===== src/rtl/rv32_wishbone_master_pkg.sv =====
// Shared constants and state encoding for the peripheral-window Wishbone master.
package rv32_wishbone_master_pkg;

  // Top address nibble of the peripheral window served by this master.
  localparam logic [3:0] WB_REGION = 4'h2;

  // Default number of BUS-state cycles before an unanswered cycle is aborted.
  localparam int unsigned TIMEOUT_DEFAULT = 255;

  typedef enum logic [1:0] {
    WB_IDLE,
    WB_BUS,
    WB_DONE
  } wb_state_t;

endpackage


===== src/rtl/rv32_wishbone_master.sv =====
// Single-cycle Wishbone B4 classic master for memory-stage loads/stores to the
// peripheral window. Stalls the pipeline while the cycle is in flight and
// returns registered load data that stays valid until the next load completes.
module rv32_wishbone_master
  import rv32_wishbone_master_pkg::*;
#(
  parameter int unsigned TIMEOUT_CYCLES = TIMEOUT_DEFAULT,
  parameter int unsigned CNT_WIDTH      = 8
) (
  input  logic        clk_i,
  input  logic        rst_i,
  input  logic        req_valid_i,
  input  logic        req_write_i,
  input  logic [31:0] req_addr_i,
  input  logic [31:0] req_wdata_i,
  input  logic [3:0]  req_sel_i,
  output logic        stall_o,
  output logic [31:0] rdata_o,
  output logic        bus_error_o,
  output logic        wb_cyc_o,
  output logic        wb_stb_o,
  output logic        wb_we_o,
  output logic [31:0] wb_adr_o,
  output logic [31:0] wb_dat_o,
  output logic [3:0]  wb_sel_o,
  input  logic [31:0] wb_dat_i,
  input  logic        wb_ack_i,
  input  logic        wb_err_i
);

  wb_state_t            state, state_next;
  logic [CNT_WIDTH-1:0] cnt;
  logic [29:0]          adr_word;
  logic                 we_q;
  logic                 timeout_hit;
  logic                 term_ok;
  logic                 term_err;

  // Byte offset is carried by wb_sel_o; the word address drops it.
  logic unused_addr_bits;
  assign unused_addr_bits = ^req_addr_i[1:0];

  assign wb_adr_o    = {adr_word, 2'b00};
  assign timeout_hit = (cnt == CNT_WIDTH'(TIMEOUT_CYCLES - 1));

  // State register; async reset abandons any cycle in flight at once.
  always_ff @(posedge clk_i or posedge rst_i) begin
    if (rst_i) state <= WB_IDLE;
    else       state <= state_next;
  end

  // Next state, bus strobes and stall; cyc/stb/we decode from state only.
  always_comb begin
    state_next = state;
    stall_o    = 1'b0;
    wb_cyc_o   = 1'b0;
    wb_stb_o   = 1'b0;
    wb_we_o    = 1'b0;
    term_ok    = 1'b0;
    term_err   = 1'b0;
    case (state)
      WB_IDLE: begin
        stall_o = req_valid_i;
        if (req_valid_i) state_next = WB_BUS;
      end
      WB_BUS: begin
        stall_o  = 1'b1;
        wb_cyc_o = 1'b1;
        wb_stb_o = 1'b1;
        wb_we_o  = we_q;
        // err takes priority over ack; a timeout is handled as an err.
        if (wb_err_i || (!wb_ack_i && timeout_hit)) begin
          term_err   = 1'b1;
          state_next = WB_DONE;
        end else if (wb_ack_i) begin
          term_ok    = 1'b1;
          state_next = WB_DONE;
        end
      end
      WB_DONE: state_next = WB_IDLE;
      default: state_next = WB_IDLE;
    endcase
  end

  // Request capture, timeout counter, load data and error pulse.
  always_ff @(posedge clk_i or posedge rst_i) begin
    if (rst_i) begin
      adr_word    <= '0;
      wb_dat_o    <= '0;
      wb_sel_o    <= '0;
      we_q        <= 1'b0;
      rdata_o     <= '0;
      bus_error_o <= 1'b0;
      cnt         <= '0;
    end else begin
      case (state)
        WB_IDLE: begin
          if (req_valid_i) begin
            adr_word <= req_addr_i[31:2];
            wb_dat_o <= req_wdata_i;
            wb_sel_o <= req_sel_i;
            we_q     <= req_write_i;
            cnt      <= '0;
          end
        end
        WB_BUS: begin
          if (term_err) begin
            rdata_o     <= '0;
            bus_error_o <= 1'b1;
          end else if (term_ok) begin
            if (!we_q) rdata_o <= wb_dat_i;
          end else begin
            cnt <= cnt + 1'b1;
          end
        end
        WB_DONE: bus_error_o <= 1'b0;
        default: ;
      endcase
    end
  end

  // Requests are decoded upstream; only the peripheral window may reach here.
  a_window: assert property (@(posedge clk_i) disable iff (rst_i)
    req_valid_i |-> (req_addr_i[31:28] == WB_REGION));

endmodule


===== config.mk =====
export PLATFORM = sky130hd
export DESIGN_NAME = rv32_wishbone_master
export DESIGN_NICKNAME = d
export VERILOG_FILES = /design/src/rtl/rv32_wishbone_master_pkg.sv /design/src/rtl/rv32_wishbone_master.sv
export SDC_FILE = /design/constraint.sdc
export NUM_CORES = 1
export LEC_CHECK = 0
export BUFFER_PORTS_ARGS = -buffer_cell sky130_fd_sc_hd__buf_2
export CORE_MARGIN = 4
export CORE_UTILIZATION = 35
export CTS_CLUSTER_DIAMETER = 200
export DETAILED_ROUTE_END_ITERATION = 10
export PLACE_DENSITY = 0.63
export SETUP_SLACK_MARGIN = 0.5
export SLEW_MARGIN = 20
export SYNTH_ARGS = -nofsm -noshare
export SYNTH_HDL_FRONTEND = slang
export SYNTH_SLANG_ARGS = --single-unit

===== constraint.sdc =====
create_clock -name clk_i -period 11.9 [get_ports clk_i]
set_clock_uncertainty 0.2 [all_clocks]
set_input_delay 2.38 -clock clk_i [delete_from_list [all_inputs] [get_ports clk_i]]
set_output_delay 2.38 -clock clk_i [all_outputs]
set_load 0.1 [all_outputs]

; Word-level counts from Yosys, hierarchy flattened
; Cells that the tools add are included.
; W data, S select, Z words.
[word_totals]
regBits = 110
in_bits = 106
output_inout_bits = 105
word_cells = 51
[op_classes]
n_addsub = 1
eq_ne = 9
n_mux = 21
reduce_logical = 12
[op_table]
columns = operator, n
row1 = $mux W32, 3
row2 = $mux W8, 3
row3 = $pmux W8 S2, 1
row4 = $add A8 B1 Y8 const B, 1
row5 = $eq A8 B8 Y1 const B, 1
row6 = $mux W1, 8
row7 = $ne A2 B2 Y1 const B, 4
row8 = $mux W2, 3
row9 = $reduce_and A2 Y1, 3
row10 = $reduce_bool A2 Y1, 3
row11 = $pmux W1 S2, 2
row12 = $pmux W2 S2, 1
row13 = $reduce_and A4 Y1, 1
row14 = $ne A3 B3 Y1 const B, 1
row15 = $reduce_and A3 Y1, 1
row16 = $eq A2 B1 Y1 const B, 1
row17 = $eq A2 B2 Y1 const B, 1
row18 = $logic_not A2 Y1, 1
row19 = $ne A2 B1 Y1 const B, 1
row20 = $logic_and A1 B1 Y1, 1
row21 = $logic_not A1 Y1, 1
row22 = $logic_or A1 B1 Y1, 1

; Depth between registers and ports, before layout
; Gate-level depths: netlist of the first run.
[logic_depth]
word_depth = 8
mapped_depth = 8
mapped_depth_nobuf = 6

; Worst setup path after synthesis of the first run
; Ideal clock, no wire load.
[synth_timing]
kind = input to output
from = input req_valid_i
to = output stall_o
arrival_time_ps = 3664
required_ps = 9320
path_slack_ps = 5656
path_stages = 2
cell_sequence = nor2_1 -> nor2_1
[synth_between]
elab_chain_cells = 1
[synth_lines]
columns = element, line
row1 = start: declaration, rv32_wishbone_master.sv:12  ; input logic req_valid_i,
row2 = $pmux W1 S2, rv32_wishbone_master.sv:61  ; case (state)
row3 = end: declaration, rv32_wishbone_master.sv:17  ; output logic stall_o,
; No other way between the ends.

; Final worst setup path of the first run
; Same ends and word-level chain as after synthesis.

==> results of run 1 <==
-- cells in the final DEF, fill, tap and decap left out, types with 4 or more instances in the layout --
master     instances
buf_4              4
mux2_2            67
nand3_1            4
buf_2            206
a21oi_1           36
nor2_1             4
dfrtp_1          110
clkbuf_16          9
a31oi_1            4
nand2_1           69
-- final timing paths --
path	end	depth (start not counted)	slack [ns]	start
max in group asynchronous	rdata_o[3]	3	8.36	rst_i
max reg2reg	adr_word[6]	3	9.65	state[0]
min in group asynchronous	wb_dat_o[2]	2	1.96	rst_i
max	stall_o	4	6.23	req_valid_i
min	wb_dat_o[3]	1	0.30	wb_dat_o[3]
min reg2reg	wb_dat_o[3]	1	0.30	wb_dat_o[3]
-- cell type report --
cell class | instances | share of cell area, %
Sequential cell | 110 | 47.54
Multi-Input combinational cell | 215 | 25.82
Timing Repair Buffer | 210 | 18.32
Clock buffer | 11 | 4.019
Tap cell | 168 | 3.630
Clock inverter | 4 | 0.4322
Inverter | 3 | 0.2377
-- critical path, cell delays in order --
cell and delay (ns):
buf_2 0.09, nor2_1 0.04, nor2_1 0.13, buf_2 0.46
-- through the flow --
step                hold slack, ns  instances
floorplan                   0.2766        353
detailed placement          0.2894        706
global route                0.3204        721
global placement            0.2831        706
CTS                         0.3050        721
finish                      0.3004        721
-- metal layers --
| metal | GRT usage [%] | routed length [um] | up-vias | share of wire, % |
|---|---|---|---|---|
| met5 | 0 | 0 | - | 0 |
| met4 | 5.798 | 156 | 0 | 1.4 |
| met3 | 4.713 | 1021 | 12 | 9.5 |
| met2 | 23.04 | 4775 | 163 | 44 |
| met1 | 20.53 | 4839 | 1560 | 45 |
| li1 | - | - | 1589 | - |
-- flip-flops by register name (all words and copies together) (netlist names) --
register     cells
state            2
cnt              8
we_q             1
wb_sel_o         4
wb_dat_o        32
bus_error_o      1
adr_word        30
rdata_o         32
-- kinds of logic after synthesis --
family	share of synthesized area [%]
buf+inv	3.479
other cells	0.08546
fa+ha+maj	0.5702
flops	62.73
mux	17.19
simple gates	9.154
compound gates	6.786
==> impl_results.md, run 1 <==
* DP HPWL at 7.729 mm
* Number of cell rows at 40
* Initial antenna violation count at 0
* TNS Setup at 0 ns
* Final Util at 47.61%
* H-tree lvl count at 3
* Global-route wire length before repair at 17.62 mm
* Min Tclk post-route at 5.674 ns
* Vias per cell at 4.610
* Post-cts resize count at 0
* Total CTS buffers at 9
* DR WL/cell at 14.97 um
* Gr usage total at 15.24%
* Max Clock Freq at 0.1762 GHz
* Top-area cell type share of the netlist area at 62.73%
* # nets final at 657
* Initial Utilization at 36.08%
* Nature of the critical path startpoint: input pin
* GRT overflow at 0
* Antenna viol nets, final at 0
* Netlist cell types at 33
* Post-synth ARST share at 100.0%
* Multi-input logic area at 1495 um^2
* Setup CP Type: in2out
* WP data arrival at 3.09 ns
* Clock sinks at 110
* Final Max Tran Viols at 0
* Layout cell share with drive strength beyond 1 at 53.53%
* Clk slew on worst S/H paths at 0.06 ns
* Syn. warnings at 0
* Worst-margin pin slew at 0.8334 ns
* Final Setup Violations at 0
* Slew headroom at 44.44%
* Gp weighted congestion at 0.7618
* Post-synth top cells: 110 x dfrtp_1, 69 x nand2_1, 67 x mux2_2
* Seq/Total Area, Yosys at 62.73%
* DR vias at 3,324
* Hold_buf cts at 0
* Drt pass-1 iters at 4
* Largest net degree at the start of global routing at 68
* Post-placement cell area at 5533 um^2
* Register area at 2753 um^2
* I/O pin cnt at 211
* Avg Inst Size Synth at 12.47 um^2
* Diodes inserted at 0
* Mapped cell area at 4388 um^2
* CTS Root Buffer Type: clkbuf_16
* Type of the worst min-delay path: reg2reg
* Post-route cell area at 5791 um^2
* # fillers at 1,154
* Die area at 14,390 um^2
* RSZ-0062 raised after global routing: false
* CP Capture Type: output port
* Count leader, synth: dfrtp_1
* Status: complete, no violations
* Synth Flop Type: dfrtp_1
* Yosys top cell by area: dfrtp_1
* EDFF count, synth at 0
* Final Cycle Share at 47.68%
* Final wirelength at 10.79 mm
* Die Y at 120.0 um
* Post-CTS Setup Inserts at 0
* CTS max path bufs at 2
* Final hold violation count at 0
* Clk_lat worst skew at 0.34 ns
* Setup WS pre-CTS at 6.194 ns
* Worst EP required at 9.32 ns
* Main area contributors after synthesis: dfrtp_1 63%, mux2_2 17%, nand2_1 5.9%
* Cells after synthesis at 352
* Worst-path maximum fanout at 2
* Vias in the first global route at 3,446
* Number of synthesized register bits at 110
* Max-cap viol count at 0
* 1st-iter DRT viols at 178
* CTS tree: done
* Synth-to-layout area growth at 31.96%
* Post-route DRC at 0
* I/O Buffers at 206
* Die width at 120.0 um
* Final WS setup at 6.226 ns
* Core ar. at 12,160 um^2
Power of run 1 is left out: the tool's default activity adds up to more than one toggle a clock period on the data nets, which glitch-free logic cannot reach.
==> run 2, diff against run 1 <==
Clock period 11.9 ns to 5.95 ns, I/O delays scaled along.
==> impl_results.md, run 2 (synthesized netlist as in run 1, its figures left out) <==
* Initial Utilization at 36.08% (unchanged)
* Clock sinks at 110 (unchanged)
* Worst-margin pin slew at 0.8156 ns (was 0.8334 ns)
* Final hold violation count at 0 (unchanged)
* Worst EP required at 4.56 ns (was 9.32 ns)
* Crit path buffers/inverters at 2 (unchanged)
* CTS Root Buffer Type: clkbuf_16 (unchanged)
* Largest delay contributor family on the critical path: buffers and inverters (unchanged)
* Clk slew on worst S/H paths at 0.07 ns (was 0.06 ns)
* Global-route wire length before repair at 17.06 mm (was 17.62 mm)
* CP max stage cell: buf_2 (unchanged)
* Hold_buf cts at 0 (unchanged)
* Number of cell rows at 40 (unchanged)
* Final Cycle Share at 55.90%
* CP cell instances: buf_2 > nor2_1 > nor2_1 > buf_2 (unchanged)
* CTS tree: done (unchanged)
* # nets final at 657 (unchanged)
* DR vias at 3,369 (was 3,324)
* Total CTS buffers at 9 (unchanged)
* Most frequent cells in the layout: 206 x buf_2, 110 x dfrtp_1, 69 x nand2_1 (unchanged)
* Max Clock Freq at 0.3007 GHz
* Die width at 120.0 um (unchanged)
* Diodes inserted at 0 (unchanged)
* Die area at 14,390 um^2 (unchanged)
* Drt pass-1 iters at 5 (was 4)
* Biggest regs: rdata_o: 32 flops, wb_dat_o: 32 flops, adr_word: 30 flops (unchanged)
* DR WL/cell at 14.84 um (was 14.97 um)
* Post-cts resize count at 0 (unchanged)
* CP Capture Type: output port (unchanged)
* Final wirelength at 10.70 mm (was 10.79 mm)
* CTS max path bufs at 2 (unchanged)
* Synth-to-layout area growth at 33.13% (was 31.96%)
* Nature of the critical path startpoint: input pin (unchanged)
* Min Tclk post-route at 3.326 ns
* I/O pin cnt at 211 (unchanged)
* # fillers at 1,150 (was 1,154)
* Post-route DRC at 0 (unchanged)
* Multi-input logic area at 1495 um^2 (unchanged)
* Gr usage total at 14.86% (was 15.24%)
* TNS Setup at 0 ns (unchanged)
* 1st-iter DRT viols at 143 (was 178)
* Vias per cell at 4.673 (was 4.610)
* Final Max Tran Viols at 0 (unchanged)
* Final Setup Violations at 0 (unchanged)
* Largest net degree at the start of global routing at 68 (unchanged)
* Clk_lat worst skew at 0.35 ns (was 0.34 ns)
* Slew headroom at 45.63% (was 44.44%)
* DP HPWL at 7.793 mm (was 7.729 mm)
* Register area at 2753 um^2 (unchanged)
* Gp weighted congestion at 0.7459 (was 0.7618)
* H-tree lvl count at 3 (unchanged)
* I/O Buffers at 206 (unchanged)
* Worst-path maximum fanout at 2 (unchanged)
* Initial antenna violation count at 0 (unchanged)
* Layout cell share with drive strength beyond 1 at 53.89% (was 53.53%)
* GRT overflow at 0 (unchanged)
* Post-CTS Setup Inserts at 0 (unchanged)
* Antenna viol nets, final at 0 (unchanged)
* Type of the worst min-delay path: reg2reg (unchanged)
* Worst path depth at 4 (unchanged)
* CP max stage delay at 0.46 ns (about the same)
* Core ar. at 12,160 um^2 (unchanged)
* Status: complete, no violations (unchanged)
* Die Y at 120.0 um (unchanged)
* Vias in the first global route at 3,379 (was 3,446)
* Worst R2R Path Depth at 3 (unchanged)
* Setup CP Type: in2out (unchanged)
* Hold Path Stages at 1 (unchanged)
* WP data arrival at 1.94 ns (was 3.09 ns)
* RSZ-0062 raised after global routing: false (unchanged)
* Max-cap viol count at 0 (unchanged)
* Leading cell type in the layout, fill and taps excluded: buf_2 (unchanged)
## run 2: through the flow
stage                     hold slack (ns)  cell area (um^2)  utilization (%)  instances  worst slack (ns)
after floorplan                    0.2766              4392                -        353             1.651
after global placement             0.2835              5533            45.49        706             2.618
after detailed placement           0.2895              5533            45.49        706             2.625
after CTS                          0.3057              5842            48.04        721             2.619
after global routing               0.3190              5842            48.04        721             2.603
final                              0.3003              5842            48.04        721             2.624
## run 2: metal layers
metal	part of all wire, %	wire length (um)	track usage (%)
met4	1.7	182	6.228
met1	43	4651	18.96
met5	0	0	0
met3	9.6	1023	4.948
met2	45	4843	23.15
## run 2: final timing paths
path	from	slack, ns	endpoint
worst max-delay path	req_valid_i	2.62	stall_o
min in group asynchronous	rst_i	0.75	wb_dat_o[2]
worst min-delay path	wb_dat_o[2]	0.30	wb_dat_o[2]
worst max register to register	state[0]	3.71	adr_word[21]
worst min register to register	wb_dat_o[2]	0.30	wb_dat_o[2]
max in group asynchronous	rst_i	3.63	rdata_o[15]
## run 2: final cells by class
cell class / instances / share of cell area, %
Multi-Input combinational cell: 215 / 25.59
Sequential cell: 110 / 47.12
Inverter: 3 / 0.2356
Tap cell: 168 / 3.598
Clock buffer: 12 / 4.562
Clock inverter: 3 / 0.7282
Timing Repair Buffer: 210 / 18.16
Power of run 2 is left out for the same reason.
==> run 3, diff against run 2 <==
Settings changed: ABC_AREA from default to 1.
Clock period 5.95 ns to 3.15 ns, I/O delays scaled along.
==> impl_results.md, run 3 <==
* Status: complete, no violations (unchanged)
* GRT overflow at 0 (unchanged)
* Max Clock Freq at 0.4368 GHz
* TNS Setup at 0 ns (unchanged)
* Post-synth top cells: 165 x nand2_1, 110 x dfrtp_1, 66 x mux2_2 (was 110 x dfrtp_1, 69 x nand2_1, 67 x mux2_2)
* EDFF count, synth at 0 (unchanged)
* Die Y at 123.3 um (was 120.0 um)
* Die width at 123.3 um (was 120.0 um)
* Die area at 15,190 um^2 (was 14,390 um^2)
* Main area contributors after synthesis: dfrtp_1 59%, mux2_2 16%, nand2_1 13% (was dfrtp_1 63%, mux2_2 17%, nand2_1 5.9%)
* Worst-margin pin slew at 0.6982 ns (was 0.8156 ns)
* Setup WS pre-CTS at 0.9400 ns (was 2.625 ns)
* Core ar. at 12,820 um^2 (was 12,160 um^2)
* Final Cycle Share at 72.68%
* Simple-gate share of the synthesized area at 16.04% (was 9.153%)
* Seq/Total Area, Yosys at 59.20% (was 62.73%)
* Number of synthesized register bits at 110 (unchanged)
* Diodes inserted at 0 (unchanged)
* # nets final at 744 (was 657)
* Clock sinks at 110 (unchanged)
* Worst-path maximum fanout at 3 (was 2)
* Main combinational cell family by area after synthesis: simple AND/OR/NAND/NOR gates (was multiplexers)
* Final Setup Violations at 0 (unchanged)
* Avg Inst Size Synth at 10.69 um^2 (was 12.47 um^2)
* DP HPWL at 8.020 mm (was 7.793 mm)
* Initial Utilization at 36.25% (was 36.08%)
* Post-cts resize count at 0 (unchanged)
* Top-area cell type share of the netlist area at 59.20% (was 62.73%)
* 1st-iter DRT viols at 189 (was 143)
* CP Capture Type: output port (unchanged)
* Final WS setup at 0.8607 ns (was 2.624 ns)
* Syn. warnings at 0 (unchanged)
* Vias in the first global route at 3,617 (was 3,379)
* Gr usage total at 14.13% (was 14.86%)
* Clk_lat worst skew at 0.34 ns (was 0.35 ns)
* Yosys top cell by area: dfrtp_1 (unchanged)
* Vias per cell at 4.363 (was 4.673)
* FF-to-FF Start: cnt[0] (was state[0])
* Min Tclk post-route at 2.289 ns
* Most frequent cells in the layout: 206 x buf_2, 165 x nand2_1, 110 x dfrtp_1 (was 206 x buf_2, 110 x dfrtp_1, 69 x nand2_1)
* CTS Root Buffer Type: clkbuf_16 (unchanged)
* DR vias at 3,543 (was 3,369)
* Final wirelength at 10.71 mm (was 10.70 mm)
* Worst R2R Path Depth at 10 (was 3)
* Clk slew on worst S/H paths at 0.07 ns (about the same)
* Biggest regs: rdata_o: 32 flops, wb_dat_o: 32 flops, adr_word: 30 flops (unchanged)
* CP startpoint: state[1] (was req_valid_i)
* Layout cell share with drive strength beyond 1 at 46.72% (was 53.89%)
* CTS tree: done (unchanged)
* Register-to-register setup slack at 1.08 ns (was 3.71 ns)
* Final hold violation count at 0 (unchanged)
* Synth Area in XOR/XNOR at 0.7535% (was 0%)
* Nature of the critical path startpoint: flop (was input pin)
* Type of the worst min-delay path: in2async (was reg2reg)
* Synth Flop Type: dfrtp_1 (unchanged)
* Initial antenna violation count at 0 (unchanged)
* Cells after synthesis at 435 (was 352)
* Global-route wire length before repair at 16.91 mm (was 17.06 mm)
* Compound-gate portion of the synthesized area at 0.4306% (was 6.786%)
* Drt pass-1 iters at 4 (was 5)
* Total CTS buffers at 9 (unchanged)
* Synth-to-layout area growth at 30.38% (was 33.13%)
* Gp weighted congestion at 0.7977 (was 0.7459)
* Multiplexer share of the synthesized area at 15.98% (was 17.19%)
* Worst EP required at 2.32 ns (was 4.56 ns)
* WP data arrival at 1.46 ns (was 1.94 ns)
* Netlist cell types at 22 (was 33)
* Leading cell type in the layout, fill and taps excluded: buf_2 (unchanged)
* Post-CTS Setup Inserts at 0 (unchanged)
* DR WL/cell at 13.19 um (was 14.84 um)
* Post-synth ARST share at 100.0% (unchanged)
* Count leader, synth: nand2_1 (was dfrtp_1)
* Hold_buf cts at 0 (unchanged)
* Slew headroom at 53.29% (was 45.63%)
* Max-cap viol count at 0 (unchanged)
* Final Max Tran Viols at 0 (unchanged)
* Reg-to-reg endpoint: cnt[6] (was adr_word[21])
* CTS max path bufs at 2 (unchanged)
* Synth Area in Adders at 0.5382% (was 0.5703%)
* Mapped cell area at 4649 um^2 (was 4388 um^2)
* RSZ-0062 raised after global routing: false (unchanged)
* H-tree lvl count at 3 (unchanged)
* I/O pin cnt at 211 (unchanged)
* I/O Buffers at 206 (unchanged)
* Antenna viol nets, final at 0 (unchanged)
* Setup CP Type: reg2out (was in2out)
* Post-route DRC at 0 (unchanged)
* Largest net degree at the start of global routing at 83 (was 68)
* Number of cell rows at 41 (was 40)
run 3: worst max-delay path by stage:
stage	to	slack (ns)	cells past startpoint
final	stall_o	0.86	4
after global routing	stall_o	0.76	4
after CTS	stall_o	0.83	4
after detailed placement	cnt[6]	0.94	10
after global placement	cnt[1]	0.98	10
after floorplan	wb_we_o	0.66	1
run 3: logic make-up after synthesis:
logic type,count (synthesis)
AND/OR/NAND/NOR,184
XOR/XNOR,4
multiplexers,66
buffers and inverters,64
adder cells (fa/ha/maj),2
AO/OA/AOI/OAI,4
flip-flops,110
other,1
run 3: layout make-up:
class	instances	area, um^2
fillers	1233	6763
flip-flops and latches	110	2753
multi-input cells	262	1582
repair buffers	208	1071
clock buffers	14	264.0
well taps	172	215.2
inverters	45	172.7
clock inverters	1	5.005
run 3: worst max-delay path: stages, from the launching register on:
cell,delay [ns]
dfrtp_1,0.43
inv_2,0.09
o21ai_0,0.10
inv_1,0.07
buf_2,0.42
run 3: stage by stage:
step / util (%) / cell area (um^2) / hold slack (ns) / std cells
after floorplan: - / 4662 / 0.2645 / 436
after global placement: 45.17 / 5793 / 0.2824 / 797
after detailed placement: 45.17 / 5793 / 0.2871 / 797
after CTS: 47.27 / 6062 / 0.1860 / 812
after global routing: 47.27 / 6062 / 0.2110 / 812
final: 47.27 / 6062 / 0.1731 / 812
run 3: per-layer routing:
metal,GRT usage (%),up-vias,share of wire (%)
met5,0,-,0
met4,4.706,0,2.0
met3,6.038,20,8.6
met2,23.31,134,50
met1,16.59,1658,39
li1,-,1731,-
Power of run 3 is left out for the same reason.
